[src/rtl/link_sched_pkg.sv]
// Shared types and helpers for the link token scheduler: link word layout,
// scheduler states and a saturating counter step.
package link_sched_pkg;

  localparam int LINK_W = 32;

  typedef enum logic [1:0] {
    IDLE     = 2'd0,
    SEND     = 2'd1,
    WAIT_ACK = 2'd2
  } state_e;

  typedef struct packed {
    logic              wen;
    logic [LINK_W-1:0] token;
    logic [LINK_W-1:0] clk_cnt;
    logic [LINK_W-1:0] id;
  } link_word_t;

  function automatic logic [15:0] sat_inc16(input logic [15:0] v);
    return (v == 16'hFFFF) ? v : v + 16'd1;
  endfunction

endpackage

[src/rtl/link_rr_arbiter.sv]
// Combinational round-robin pick: first requester set after last_i,
// wrapping modulo N_REQ.
module link_rr_arbiter #(
  parameter  int N_REQ = 4,
  localparam int IW    = $clog2(N_REQ)
) (
  input  logic [N_REQ-1:0] req_i,
  input  logic [IW-1:0]    last_i,
  output logic             valid_o,
  output logic [IW-1:0]    index_o,
  output logic [N_REQ-1:0] grant_o
);

  localparam logic [N_REQ-1:0] ONE_HOT0 = {{(N_REQ-1){1'b0}}, 1'b1};

  logic [IW-1:0] cand_s;
  logic          hit_s;

  // Scan candidates in priority order starting just after the last winner.
  always_comb begin
    valid_o = 1'b0;
    index_o = '0;
    cand_s  = '0;
    hit_s   = 1'b0;
    for (int i = 1; i <= N_REQ; i++) begin
      cand_s  = IW'((int'(last_i) + i) % N_REQ);
      hit_s   = !valid_o && req_i[cand_s];
      index_o = hit_s ? cand_s : index_o;
      valid_o = valid_o | hit_s;
    end
    grant_o = valid_o ? (ONE_HOT0 << index_o) : '0;
  end

endmodule

[src/rtl/link_token_scheduler.sv]
// Round-robin scheduler sharing one link down channel, with echo-acknowledge
// and timeout retry. Optional counters enabled by LINK_TOKEN_SCHED_STATS_EN.
module link_token_scheduler
  import link_sched_pkg::*;
#(
  parameter int                N_REQ       = 4,
  parameter logic [LINK_W-1:0] ID          = 32'd0,
  parameter int                ACK_TIMEOUT = 16,
  parameter int                MAX_RETRY   = 3
) (
  input  logic                    i_clk,
  input  logic                    i_rstn,
  input  logic [N_REQ-1:0]        i_req,
  input  logic [N_REQ*LINK_W-1:0] i_token,
  output logic [N_REQ-1:0]        o_grant,
  output logic [N_REQ-1:0]        o_done,
  output logic [N_REQ-1:0]        o_err,
  output logic                    o_busy,
  output logic                    o_wen_down,
  output logic [LINK_W-1:0]       o_token_down,
  output logic [LINK_W-1:0]       o_clk_cnt_down,
  output logic [LINK_W-1:0]       o_id_down,
  input  logic                    i_wen_down,
  input  logic [LINK_W-1:0]       i_token_down,
  input  logic [LINK_W-1:0]       i_clk_cnt_down,
  input  logic [LINK_W-1:0]       i_id_down
`ifdef LINK_TOKEN_SCHED_STATS_EN
  ,
  output logic [15:0]             o_stat_retry,
  output logic [15:0]             o_stat_stray
`endif
);

  localparam int IW = $clog2(N_REQ);
  localparam int TW = $clog2(ACK_TIMEOUT);
  localparam int RW = $clog2(MAX_RETRY + 2);
  localparam logic [N_REQ-1:0] ONE_HOT0 = {{(N_REQ-1){1'b0}}, 1'b1};

  state_e            state_q, state_d;
  logic [IW-1:0]     last_q, last_d, idx_q, idx_d;
  logic [LINK_W-1:0] tok_q, tok_d, cnt_q;
  logic [RW-1:0]     retry_q, retry_d;
  logic [TW-1:0]     timer_q, timer_d;
  logic [N_REQ-1:0]  grant_q, grant_d, done_q, done_d, err_q, err_d;
  link_word_t        link_q, link_d;

  logic              arb_valid_s;
  logic [IW-1:0]     arb_idx_s;
  logic [N_REQ-1:0]  arb_grant_s, onehot_s;
  logic              ack_s, timeout_s;
  logic [LINK_W-1:0] tok_slice_s [N_REQ];
  logic              unused_s;

  for (genvar g = 0; g < N_REQ; g++) begin : g_slice
    assign tok_slice_s[g] = i_token[g*LINK_W +: LINK_W];
  end

  link_rr_arbiter #(.N_REQ(N_REQ)) u_arb (
    .req_i   (i_req),
    .last_i  (last_q),
    .valid_o (arb_valid_s),
    .index_o (arb_idx_s),
    .grant_o (arb_grant_s)
  );

  // The echo stamp is informational only.
  assign unused_s  = ^i_clk_cnt_down;
  assign onehot_s  = ONE_HOT0 << idx_q;
  assign timeout_s = (timer_q == TW'(ACK_TIMEOUT - 1));
  // Echoes count only once the send strobe has left, i.e. from the cycle after it.
  assign ack_s     = (state_q == WAIT_ACK) && !link_q.wen && i_wen_down &&
                     (i_id_down == ID) && (i_token_down == tok_q);

  // Next-state and registered-output decode.
  always_comb begin
    state_d  = state_q;
    last_d   = last_q;
    idx_d    = idx_q;
    tok_d    = tok_q;
    retry_d  = retry_q;
    timer_d  = timer_q;
    grant_d  = '0;
    done_d   = '0;
    err_d    = '0;
    link_d   = link_q;
    link_d.wen = 1'b0;
    case (state_q)
      IDLE: begin
        if (arb_valid_s) begin
          grant_d = arb_grant_s;
          idx_d   = arb_idx_s;
          tok_d   = tok_slice_s[arb_idx_s];
          retry_d = '0;
          state_d = SEND;
        end else begin
          state_d = IDLE;
        end
      end
      SEND: begin
        link_d.wen     = 1'b1;
        link_d.token   = tok_q;
        link_d.clk_cnt = cnt_q + 32'd1;
        link_d.id      = ID;
        timer_d        = '0;
        state_d        = WAIT_ACK;
      end
      WAIT_ACK: begin
        if (ack_s) begin
          done_d  = onehot_s;
          last_d  = idx_q;
          state_d = IDLE;
        end else if (timeout_s) begin
          if (retry_q < RW'(MAX_RETRY)) begin
            retry_d = retry_q + RW'(1);
            state_d = SEND;
          end else begin
            err_d   = onehot_s;
            last_d  = idx_q;
            state_d = IDLE;
          end
        end else begin
          timer_d = timer_q + TW'(1);
        end
      end
      default: state_d = IDLE;
    endcase
  end

  // State and output registers; cycle counter runs freely and wraps.
  always_ff @(posedge i_clk) begin
    if (!i_rstn) begin
      state_q <= IDLE;
      last_q  <= IW'(N_REQ - 1);
      idx_q   <= '0;
      tok_q   <= '0;
      retry_q <= '0;
      timer_q <= '0;
      cnt_q   <= '0;
      grant_q <= '0;
      done_q  <= '0;
      err_q   <= '0;
      link_q  <= '0;
    end else begin
      state_q <= state_d;
      last_q  <= last_d;
      idx_q   <= idx_d;
      tok_q   <= tok_d;
      retry_q <= retry_d;
      timer_q <= timer_d;
      cnt_q   <= cnt_q + 32'd1;
      grant_q <= grant_d;
      done_q  <= done_d;
      err_q   <= err_d;
      link_q  <= link_d;
    end
  end

  assign o_grant        = grant_q;
  assign o_done         = done_q;
  assign o_err          = err_q;
  assign o_busy         = (state_q != IDLE);
  assign o_wen_down     = link_q.wen;
  assign o_token_down   = link_q.token;
  assign o_clk_cnt_down = link_q.clk_cnt;
  assign o_id_down      = link_q.id;

`ifdef LINK_TOKEN_SCHED_STATS_EN
  logic [15:0] stat_retry_q, stat_stray_q;
  logic        retry_evt_s, stray_evt_s;

  // WAIT_ACK -> SEND only happens on a re-send.
  assign retry_evt_s = (state_q == WAIT_ACK) && (state_d == SEND);
  assign stray_evt_s = i_wen_down && !ack_s;

  // Saturating event counters.
  always_ff @(posedge i_clk) begin
    if (!i_rstn) begin
      stat_retry_q <= 16'd0;
      stat_stray_q <= 16'd0;
    end else begin
      stat_retry_q <= retry_evt_s ? sat_inc16(stat_retry_q) : stat_retry_q;
      stat_stray_q <= stray_evt_s ? sat_inc16(stat_stray_q) : stat_stray_q;
    end
  end

  assign o_stat_retry = stat_retry_q;
  assign o_stat_stray = stat_stray_q;
`endif

endmodule

[config.mk]
export PLATFORM = sky130hd
export DESIGN_NAME = link_token_scheduler
export DESIGN_NICKNAME = d
export VERILOG_FILES = /design/src/rtl/link_sched_pkg.sv /design/src/rtl/link_rr_arbiter.sv /design/src/rtl/link_token_scheduler.sv
export SDC_FILE = /design/constraint.sdc
export NUM_CORES = 1
export LEC_CHECK = 0
export CORE_MARGIN = 2
export CORE_UTILIZATION = 33
export DETAILED_ROUTE_END_ITERATION = 10
export PLACE_DENSITY = 0.65
export SLEW_MARGIN = 10
export SYNTH_ARGS = -nofsm -noshare
export SYNTH_HDL_FRONTEND = slang
export SYNTH_HIERARCHICAL = 1
export SYNTH_SLANG_ARGS = --single-unit
[constraint.sdc]
create_clock -name i_clk -period 2.1 [get_ports i_clk]
set_input_delay 0.42 -clock i_clk [delete_from_list [all_inputs] [get_ports i_clk]]
set_output_delay 0.42 -clock i_clk [all_outputs]
set_load 0.005 [all_outputs]
==> results_dict.tcl <==
set metrics [dict create \
    critical-path-top-delay-family "simple AND/OR/NAND/NOR gates" \
    yosys.area_share.simple_pct 20.8 \
    post_drt_via_cell_ratio 4.85 \
    synth-edff-count 0 \
    met3_usage_grt_pct 5.92 \
    cp-start-kind "primary input" \
    startpoint "i_id_down[11]" \
    final.fill_count 2034 \
    numCtsBuffers 17 \
    clock_tree_from_tritoncts "done" \
    power.leakage_uw 0.00418 \
    synth_seq_cells 154 \
    gr-total-overflow 0 \
    setup.worst_path.end_class "register" \
    failed_checks "setup timing" \
    grt.total_usage_pct 20.4 \
    cell_chain_critical_path "clkdlybuf4s50_1 -> nor4_2 -> nand4_1 -> nor4_4 -> nand3_4 -> buf_6 -> a21boi_2 -> mux2i_1" \
    synth_compound_area_share_pct 11.7 \
    design.portCount 341 \
    worst-path-max-fanout 8 \
    post_synth_mux_area_share_pct 10.2 \
    vias 6850 \
    post_synth_xor_area_fraction_pct 7.48 \
    max-vdd-ir-drop_v 0.000544 \
    clock_insertion_delay_worst_skew_ns 0.43 \
    final_nets 1355 \
    critPathMaxStageDelay_ns 0.45 \
    crit_type "in2reg" \
    synth_cell_types 54 \
    setup_viol_count_final 2 \
    period_minus_slack_ns 2.11 \
    synth_top_family_by_area "simple AND/OR/NAND/NOR gates" \
    post-dp-hpwl_um 17800 \
    finalWorstSetupSlack_ns -0.00753 \
    grt_util_met1_pct 24.2 \
    post_route_antenna_net_violation_count 0 \
    cts_root_buffer_type "sky130_fd_sc_hd__clkbuf_16" \
    run_status "complete, but fails checks" \
    gp_congestion 0.839 \
    fin_total_pwr_uw 9680 \
    crit_path_top_delay_cell "sky130_fd_sc_hd__clkdlybuf4s50_1" \
    core_area_mm2 0.0217 \
    fmaxAchievable_mhz 474 \
    htree_levels 4 \
    grt_pass1_vias 6923 \
    drt-initial-drc-count 260 \
    dieWidth_um 152 \
    grt_pass1_wl_um 37300 \
    floorplan.die.height_um 152 \
    finClkSkew_ns 0.0121 \
    num_antenna_cells 0 \
    syn_area_per_cell_um2 8.77 \
    crit_buf_inv 2 \
    ys_async_sr_fraction_pct 0 \
    max_slew.worst_pin.slew_ns 0.913 \
    wl_um 24300 \
    synth_cells 828 \
    max_slew_margin_pct 39.1 \
    row_count 54 \
    area_delta_synth_final_pct 56.6 \
    main_synth_ff_type "sky130_fd_sc_hd__dfxtp_1" \
    wl_per_cell_um 17.2 \
    multi_input_comb_area_mm2 0.00396 \
    grt_max_degree 95 \
    first_pass_iters 5 \
    detail_route.drc_violations 0 \
    sequential_cell_area_mm2 0.00309 \
    port-buffer-count 276 \
    yosys_warns 6 \
    hold_slack_ns 0.454 \
    drive_gt1_share_pct 12.5 \
    number_of_antenna_violations_at_the_first_check_in_global_routing 0 \
    slew_viol_final 0 \
    power_density_mw_per_mm2 851 \
    clkTransAtPathRegs_ns 0.06 \
    initial_utilization_pct 33.5 \
    clockBufferDepth 2 \
    gr-max-usage-layer "met2" \
    final.period_utilization_pct 100 \
    clock_sink_count 154 \
    timing.critical_path.arrival_ns 2.42 \
    yosysSeqAreaShare_pct 42.5 \
    syn_area_mm2 0.00726 \
    worst_r2r_startpoint "tok_q[0]" \
    grtUsageMet2_pct 36.3 \
    hold_path.startpoint "o_token_down[21]" \
    numPlacedInstances 1379 \
    hold_path.class "reg2reg" \
    dieArea_mm2 0.0232 \
    post_synth_fa_ha_maj_area_fraction_pct 0.517 \
    maxCapViolations 0 \
    fin_cells 1413 \
    cp_data_required_time_ns 2.41 \
    setup-tns-final_ns -0.0135 \
    finalHoldViolCount 0 \
]
repair_timing:
item | CTS | global route
hold buffers | 0 | 0
gates cloned | 1 | 0
gates resized for setup | 14 | 22
endpoints found under the setup margin | 23 | 41
endpoints found under the hold margin | 0 | 0
pin swaps | 1 | 11
setup buffers | 1 | 1
power breakdown:
group / internal [uW] / switching (uW)
logic: 1440 / 1270
registers: 3290 / 282
clock network: 2110 / 1290
total: 6850 / 2840
area by class of cell:
cell class | count | share of cell area [%]
multi-input combinational | 612 | 34.8
clock buffer | 17 | 3.74
timing repair buffer | 330 | 29.1
clock inverter | 14 | 1.94
tap | 280 | 3.08
inverter | 6 | 0.220
sequential | 154 | 27.1
cells in the final DEF, fill, tap and decap left out, types with 3 or more instances in the layout:
cell / instances
sky130_fd_sc_hd__nor4_1: 7
sky130_fd_sc_hd__and2_1: 7
sky130_fd_sc_hd__o22ai_1: 8
sky130_fd_sc_hd__dlygate4sd2_1: 3
sky130_fd_sc_hd__nor4_4: 3
sky130_fd_sc_hd__inv_1: 4
sky130_fd_sc_hd__conb_1: 32
sky130_fd_sc_hd__buf_6: 5
sky130_fd_sc_hd__nand3_1: 22
sky130_fd_sc_hd__inv_6: 3
sky130_fd_sc_hd__ha_1: 3
sky130_fd_sc_hd__clkdlybuf4s50_1: 268
sky130_fd_sc_hd__nor2_1: 66
sky130_fd_sc_hd__a21oi_1: 90
sky130_fd_sc_hd__clkinvlp_4: 4
sky130_fd_sc_hd__clkbuf_16: 17
sky130_fd_sc_hd__bufinv_16: 5
sky130_fd_sc_hd__nand4_1: 19
sky130_fd_sc_hd__buf_4: 41
sky130_fd_sc_hd__xnor2_1: 40
sky130_fd_sc_hd__buf_12: 7
sky130_fd_sc_hd__mux4_2: 25
sky130_fd_sc_hd__and4_1: 3
sky130_fd_sc_hd__dlymetal6s2s_1: 5
sky130_fd_sc_hd__nor3_1: 15
sky130_fd_sc_hd__dfxtp_1: 152
sky130_fd_sc_hd__nand2b_1: 4
sky130_fd_sc_hd__xor2_1: 20
sky130_fd_sc_hd__o21ai_0: 19
sky130_fd_sc_hd__mux2i_1: 18
sky130_fd_sc_hd__a211oi_1: 15
sky130_fd_sc_hd__and3_1: 9
sky130_fd_sc_hd__nand2_1: 144
tightest hold or removal path: cells and delay by family (launching register included):
kind	cells	cell delay, ns
AOI/OAI and AO/OA	1	0.05
DFF	1	0.31
and+or+nand+nor	1	0.05
metal layers:
metal / wire, um / share of wire, %
met5: 0 / 0
met2: 12200 / 50
met4: 312 / 1.3
met1: 10100 / 42
met3: 1650 / 6.8
cell families (layout without fill, tap and decap cells):
kind of cell / after synthesis / after routing
muxes: 43 / 43
adders and majority gates: 3 / 3
buffers and inverters: 93 / 367
other: 1 / 32
xor gates and xnor gates: 62 / 62
and+or+nand+nor: 323 / 323
DFF: 154 / 154
AOI/OAI and AO/OA: 149 / 149
Yosys cell counts (10+ instances only):
cell                         n  area (um2)
sky130_fd_sc_hd__xnor2_1    42         368
sky130_fd_sc_hd__a211oi_1   16         120
sky130_fd_sc_hd__clkbuf_1   38         143
sky130_fd_sc_hd__mux4_2     25         563
sky130_fd_sc_hd__xor2_1     20         175
sky130_fd_sc_hd__nor4_1     11        68.8
sky130_fd_sc_hd__buf_4      32         240
sky130_fd_sc_hd__nand3_1    22         110
sky130_fd_sc_hd__nand2_1   145         544
sky130_fd_sc_hd__a21oi_1    90         450
sky130_fd_sc_hd__mux2i_1    18         180
sky130_fd_sc_hd__buf_1      10        37.5
sky130_fd_sc_hd__dfxtp_1   154        3080
sky130_fd_sc_hd__nand4_1    19         119
sky130_fd_sc_hd__nor3_1     15        75.1
sky130_fd_sc_hd__o21ai_0    21         105
sky130_fd_sc_hd__nor2_1     67         251
state kept, by name, summed over array words and instances, names as in the netlist:
register / flops
o_grant: 4
o_err: 4
o_done: 4
last_q: 2
o_clk_cnt_down: 32
timer_q: 4
o_wen_down: 1
retry_q: 3
tok_q: 32
idx_q: 2
o_token_down: 32
cnt_q: 32
state_q: 2
through the flow:
step	util (%)	worst slack [ns]	cell area (um2)
after floorplan	-	0.0334	7380
after global placement	48.5	-0.625	10500
after detailed placement	48.5	-0.670	10500
after CTS	51.9	-0.000771	11300
after global routing	52.4	-0.0538	11400
final	52.4	-0.00753	11400
worst paths after layout:
check / endpoint / depth (start not counted) / slack, ns
worst max-delay path: last_q[1] / 8 / -0.008
worst min-delay path: o_token_down[21] / 2 / 0.45
worst max register to register: last_q[1] / 9 / 0.13
worst min register to register: o_token_down[21] / 2 / 0.45
Note: power is estimated with default switching activity, not from simulation.
